File: src/rtl/alu_pkg.sv
// Shared types for the ALU command issuer.
// Operand/result widths, op codes, command bundle and issuer states.
package alu_pkg;

  localparam int OPND_W = 8;
  localparam int RES_W = 16;
  localparam int OP_W = 3;
  // Widest tag a command can carry; issuers use the low TAG_W bits.
  localparam int CMD_TAG_W = 8;

  typedef enum logic [OP_W-1:0] {
    ADD = 3'd0,
    SUB = 3'd1,
    MUL = 3'd2,
    DIV = 3'd3,
    AND = 3'd4,
    XOR = 3'd5
  } alu_op_e;

  typedef struct packed {
    logic [OPND_W-1:0]    a;
    logic [OPND_W-1:0]    b;
    logic [OP_W-1:0]      op;
    logic                 cin;
    logic [CMD_TAG_W-1:0] tag;
  } alu_cmd_t;

  typedef enum logic [1:0] {
    IDLE,
    DRIVE,
    WAIT,
    RESP
  } issue_state_e;

endpackage

File: src/rtl/alu_cmd_fifo.sv
// Circular command buffer with wrapping pointers.
// Push is refused when full, pop is ignored when empty.
module alu_cmd_fifo #(
  parameter int DEPTH = 4,
  parameter int W = 8,
  localparam int AW = $clog2(DEPTH),
  localparam int CW = AW + 1
) (
  input  logic          clk,
  input  logic          rst_n,
  input  logic          push,
  input  logic [W-1:0]  wdata,
  input  logic          pop,
  output logic [W-1:0]  rdata,
  output logic [CW-1:0] count,
  output logic          full,
  output logic          empty
);

  logic [W-1:0]  mem [DEPTH];
  logic [AW-1:0] wr_ptr;
  logic [AW-1:0] rd_ptr;
  logic          do_push;
  logic          do_pop;

  assign full = (count == CW'(DEPTH));
  assign empty = (count == '0);
  assign do_push = push && !full;
  assign do_pop = pop && !empty;
  assign rdata = mem[rd_ptr];

  always_ff @(posedge clk or negedge rst_n) begin
    if (!rst_n) begin
      wr_ptr <= '0;
      rd_ptr <= '0;
      count <= '0;
      for (int i = 0; i < DEPTH; i++) mem[i] <= '0;
    end else begin
      if (do_push) begin
        mem[wr_ptr] <= wdata;
        wr_ptr <= wr_ptr + 1'b1;
      end
      if (do_pop) rd_ptr <= rd_ptr + 1'b1;
      unique case ({do_push, do_pop})
        2'b10: count <= count + 1'b1;
        2'b01: count <= count - 1'b1;
        default: ;
      endcase
    end
  end

endmodule

File: src/rtl/alu_cmd_issuer.sv
// Feeds buffered commands to the registered ALU one at a time
// and returns each result with its tag on a response stream.
module alu_cmd_issuer
  import alu_pkg::*;
#(
  parameter int DEPTH = 4,
  parameter int TAG_W = 4
) (
  input  logic                   clk,
  input  logic                   rst_n,
  input  logic                   cmd_valid,
  output logic                   cmd_ready,
  input  logic [OPND_W-1:0]      cmd_a,
  input  logic [OPND_W-1:0]      cmd_b,
  input  logic [OP_W-1:0]        cmd_op,
  input  logic                   cmd_cin,
  input  logic [TAG_W-1:0]       cmd_tag,
  output logic [OPND_W-1:0]      alu_a,
  output logic [OPND_W-1:0]      alu_b,
  output logic [OP_W-1:0]        alu_op_code,
  output logic                   alu_c_in,
  input  logic [RES_W-1:0]       alu_result,
  input  logic                   alu_c_out,
  input  logic                   alu_z_flag,
  output logic                   rsp_valid,
  input  logic                   rsp_ready,
  output logic [RES_W-1:0]       rsp_result,
  output logic                   rsp_c_out,
  output logic                   rsp_z_flag,
  output logic [TAG_W-1:0]       rsp_tag,
  output logic                   rsp_div0,
  output logic                   rsp_illegal,
  output logic [$clog2(DEPTH):0] fifo_count,
  output logic                   busy
);

  alu_cmd_t     wcmd;
  alu_cmd_t     head;
  logic         full;
  logic         empty;
  logic         pop;
  logic         capture;
  logic         done;
  issue_state_e state;
  issue_state_e state_d;
  logic [TAG_W-1:0] sh_tag;
  logic         sh_div0;
  logic         sh_ill;

  assign wcmd = '{
    a:   cmd_a,
    b:   cmd_b,
    op:  cmd_op,
    cin: cmd_cin,
    tag: CMD_TAG_W'(cmd_tag)
  };

  assign cmd_ready = !full;
  assign busy = (state != IDLE) || !empty;

  alu_cmd_fifo #(
    .DEPTH(DEPTH),
    .W($bits(alu_cmd_t))
  ) u_fifo (
    .clk(clk),
    .rst_n(rst_n),
    .push(cmd_valid && cmd_ready),
    .wdata(wcmd),
    .pop(pop),
    .rdata(head),
    .count(fifo_count),
    .full(full),
    .empty(empty)
  );

  always_ff @(posedge clk or negedge rst_n) begin
    if (!rst_n) state <= IDLE;
    else state <= state_d;
  end

  always_comb begin
    state_d = state;
    pop = 1'b0;
    capture = 1'b0;
    done = 1'b0;
    unique case (state)
      IDLE: begin
        if (!empty) begin
          pop = 1'b1;
          state_d = DRIVE;
        end
      end
      DRIVE: state_d = WAIT;
      WAIT: begin
        capture = 1'b1;
        state_d = RESP;
      end
      RESP: begin
        if (rsp_ready) begin
          done = 1'b1;
          state_d = IDLE;
        end
      end
      default: state_d = IDLE;
    endcase
  end

  // ALU bus and shadow change only when a command is issued
  always_ff @(posedge clk or negedge rst_n) begin
    if (!rst_n) begin
      alu_a <= '0;
      alu_b <= '0;
      alu_op_code <= '0;
      alu_c_in <= 1'b0;
      sh_tag <= '0;
      sh_div0 <= 1'b0;
      sh_ill <= 1'b0;
    end else if (pop) begin
      alu_a <= head.a;
      alu_b <= head.b;
      alu_op_code <= head.op;
      alu_c_in <= head.cin;
      sh_tag <= TAG_W'(head.tag);
      sh_div0 <= (head.op == DIV) && (head.b == '0);
      sh_ill <= (head.op[2:1] == 2'b11);
    end
  end

  always_ff @(posedge clk or negedge rst_n) begin
    if (!rst_n) begin
      rsp_valid <= 1'b0;
      rsp_result <= '0;
      rsp_c_out <= 1'b0;
      rsp_z_flag <= 1'b0;
      rsp_tag <= '0;
      rsp_div0 <= 1'b0;
      rsp_illegal <= 1'b0;
    end else if (capture) begin
      rsp_valid <= 1'b1;
      rsp_result <= alu_result;
      rsp_c_out <= alu_c_out;
      rsp_z_flag <= alu_z_flag;
      rsp_tag <= sh_tag;
      rsp_div0 <= sh_div0;
      rsp_illegal <= sh_ill;
    end else if (done) begin
      rsp_valid <= 1'b0;
    end
  end

endmodule

File: config.mk
export PLATFORM = sky130hd
export DESIGN_NAME = alu_cmd_issuer
export DESIGN_NICKNAME = d
export VERILOG_FILES = /design/src/rtl/alu_pkg.sv /design/src/rtl/alu_cmd_fifo.sv /design/src/rtl/alu_cmd_issuer.sv
export SDC_FILE = /design/constraint.sdc
export NUM_CORES = 1
export LEC_CHECK = 0
export BUFFER_PORTS_ARGS = -buffer_cell sky130_fd_sc_hd__clkbuf_2
export CORE_ASPECT_RATIO = 0.8
export CORE_MARGIN = 4
export CORE_UTILIZATION = 60
export CTS_BUF_LIST = sky130_fd_sc_hd__clkbuf_4
export DETAILED_ROUTE_END_ITERATION = 8
export HOLD_SLACK_MARGIN = 0.02
export PLACE_DENSITY = 0.85
export SYNTH_ARGS = -nofsm -noshare
export SYNTH_HDL_FRONTEND = slang
export SYNTH_SLANG_ARGS = --single-unit
File: constraint.sdc
create_clock -name clk -period 4.21 [get_ports clk]
set_clock_uncertainty 0.15 [all_clocks]
set_input_delay 0.2105 -clock clk [delete_from_list [all_inputs] [get_ports clk]]
set_output_delay 0.2105 -clock clk [all_outputs]
set_load 0.01 [all_outputs]
==> results.json <==
{
  "cts_tree": "done",
  "critPathMaxStageDelay_ps": 470,
  "drt-pass1-iter-count": 6,
  "leakagePower_uw": 0.00372,
  "worst_ep_arrival_time_ps": 3210,
  "critPathKind": "flop to flop",
  "post_synth.cell_area_avg_um2": 14.8,
  "fp.dieW_um": 125,
  "finalCriticalPeriod_ps": 2930,
  "critical_path_startpoint": "u_fifo.count[0]",
  "tritoncts_num_sinks": 156,
  "critical_path.cell_chain": "nor3_1 -> nand2b_1 -> buf_4 -> inv_2 -> ha_1 -> fa_1 -> xnor2_1 -> nor2_1 -> xor2_1",
  "nets": 645,
  "run_status": "finished clean",
  "final_critical_path_setup_slack_ps": 1280,
  "synth_flop_cell": "dfrtp_1",
  "critPathMaxFanout": 28,
  "io_buffer_count": 95,
  "drc_errors": 0,
  "irDropWorstVdd_v": 0.000314,
  "cts-buffers-inserted": 17,
  "grt_remaining_overflow": 0,
  "wl_per_cell_um": 18.4,
  "rr_startpoint": "u_fifo.count[0]",
  "antenna_found_initial": 0,
  "endpoint_kind": "flop",
  "placedInstanceArea_um2": 7170,
  "placeableCoreArea_um2": 10500,
  "number_of_buffers_between_clock_root_and_the_deepest_sink": 2,
  "power.density_cell_area_nw_per_um2": 767,
  "synth-seq-cells": 156,
  "worst_slew_margin_rel_pct": 18.4,
  "crit_slowest_cell": "dfrtp_1",
  "placed_cells_incl_taps": 665,
  "dp.final_hpwl_um": 8660,
  "n_fill_cell": 642,
  "cts_repair_resize_count": 0,
  "io-pin-count": 96,
  "grt_start_max_net_pins": 91,
  "synthesis.area_um2": 6610,
  "worstPathRequired_ps": 4480,
  "critPathLaunchType": "flop",
  "placement.setup.worst_slack_ps": 1290,
  "period_share_pct": 69.6,
  "mostFrequentLayoutCell": "dfrtp_1",
  "effective_utilization_at_floorplan_pct": 63.1,
  "setup_viol": 0,
  "route.antenna.remaining_nets": 0,
  "first_global_vias": 4613,
  "floorplan.die_area_um2": 12800,
  "clk_latency_ps": 540,
  "gpl.final_weighted_congestion": 0.744,
  "route.final.wire_length_um": 13600,
  "synth_enable_flop_cells": 0,
  "detail_route.iter0.violations": 286,
  "dieHeight_um": 102,
  "synth.distinct_cells": 29,
  "detail_route.vias_per_cell": 5.55,
  "hold_viol": 0,
  "htreeDepth": 4,
  "layoutNonFillerInstCount": 740,
  "clkSlewWorstSetupHoldPaths_ps": 120,
  "cts.repair_timing.setup_buffer_count": 0,
  "final_layout_size_suffix_gt1_share_pct": 30.0,
  "vias": 4104,
  "tightestPinTransition_ps": 1220,
  "ys.warnings.count": 0,
  "maxCapViolCount": 0,
  "final_cell_area_um2": 7920,
  "multiInputGateArea_um2": 2560,
  "timing.hold.worst.class": "primary input to async pin",
  "postSynthNetCount": 504,
  "final.setup.tns_ps": 0,
  "achievable-frequency_mhz": 341,
  "diodes_inserted": 0,
  "syn-instance-count": 448,
  "fin_worst_hold_slack_ps": 126,
  "root_cell_of_the_clock_tree": "clkbuf_4",
  "grt_first_pass_wirelength_um": 22900,
  "commonest_cells_after_routing_fill_and_taps_aside": "dfrtp_1 (155), mux2_1 (96), clkbuf_2 (94)",
  "synthToLayoutAreaGrowth_pct": 19.7,
  "grtUsageTotal_pct": 23.1,
  "ys_seq_area_share_pct": 59.0,
  "rsz0062_at_grt": "false",
  "register_area_um2": 3910,
  "finalMaxSlewViolations": 0,
  "synthArstFlopShare_pct": 100,
  "placementRows": 33
}
[routing by layer]
metal | GRT usage [%] | share of wire (%)
met1 | 29.7 | 41
met4 | 7.33 | 1.4
met2 | 39.5 | 52
met5 | 0 | 0
met3 | 6.01 | 5.9
[where the power goes]
group	leakage, uW	total [uW]	switching (uW)	internal (uW)
Clock	0.000164	960	492	469
Combinational	0.00169	2370	1120	1240
Sequential	0.00187	2750	498	2250
Total	0.00372	6070	2110	3960
[repair_timing]
| action | in CTS | in global routing |
|---|---|---|
| endpoints found under the hold margin | 207 | 0 |
| setup endpoints to repair | 0 | 0 |
| hold buffers | 45 | 0 |
[critical path: cells and delay by family (launching register included)]
| family | cells | cell delay [ps] |
|---|---|---|
| simple gates | 3 | 520 |
| xor+xnor | 2 | 310 |
| fa+ha+maj | 2 | 720 |
| flops | 1 | 470 |
| buf+inv | 2 | 640 |
[state kept, by name, indices dropped and copies added, names as in the netlist, 2 cells and up]
| name | flops |
|---|---|
| u_fifo.rd_ptr | 2 |
| rsp_result | 16 |
| u_fifo.count | 3 |
| state | 2 |
| sh_tag | 4 |
| u_fifo.wr_ptr | 2 |
| alu_a | 8 |
| rsp_tag | 4 |
| u_fifo.mem | 96 |
| alu_b | 8 |
| alu_op_code | 3 |
[synth_stat cells (2+ instances only)]
library cell | count | area, um2
dfrtp_1 | 156 | 3900
clkbuf_1 | 7 | 26.3
mux4_2 | 19 | 428
mux2_2 | 25 | 282
o21ai_0 | 3 | 15.0
nor2_1 | 2 | 7.51
mux4_1 | 5 | 131
inv_1 | 5 | 18.8
mux2_1 | 96 | 1080
buf_6 | 2 | 22.5
xnor2_1 | 5 | 43.8
nand2b_1 | 2 | 12.5
nor4_2 | 2 | 25.0
nand2_2 | 4 | 25.0
nand2_1 | 82 | 308
ha_1 | 9 | 113
buf_2 | 12 | 60.1
[area by class of cell]
cell class | count | share of cell area (%)
repair buffers | 144 | 12.2
well taps | 140 | 2.21
clock inverters | 11 | 1.91
inverters | 6 | 0.284
multi-input cells | 264 | 32.3
clock buffers | 19 | 1.80
flip-flops and latches | 156 | 49.3
[per-stage QoR]
step	util (%)	power (uW)
4_1_cts	75.5	6110
2_1_floorplan	-	4390
3_3_place_gp	68.4	4910
5_1_grt	75.5	6500
6_report	75.5	6080
3_5_place_dp	68.4	5120
[cells by family (layout without fill, tap and decap cells)]
logic type / after synthesis / in the layout / share of synthesized area (%)
buffers and inverters: 28 / 180 / 2.29
muxes: 145 / 145 / 29.1
adders and majority gates: 10 / 10 / 2.01
AOI/OAI and AO/OA: 8 / 8 / 0.851
and+or+nand+nor: 95 / 95 / 5.96
DFF: 156 / 156 / 59.0
xor gates and xnor gates: 6 / 6 / 0.795
[final timing paths]
| kind | endpoint | slack, ps | cells after the start |
|---|---|---|---|
| max | u_fifo.count[2] | 1280 | 9 |
| min | alu_b[6] | 130 | 2 |
| max reg2reg | u_fifo.count[2] | 1280 | 9 |
| min reg2reg | alu_b[5] | 340 | 2 |
| max in group asynchronous | u_fifo.mem[84] | 2780 | 3 |
| min in group clk | rsp_result[6] | 300 | 3 |
Note: power is estimated with default switching activity, not from simulation.
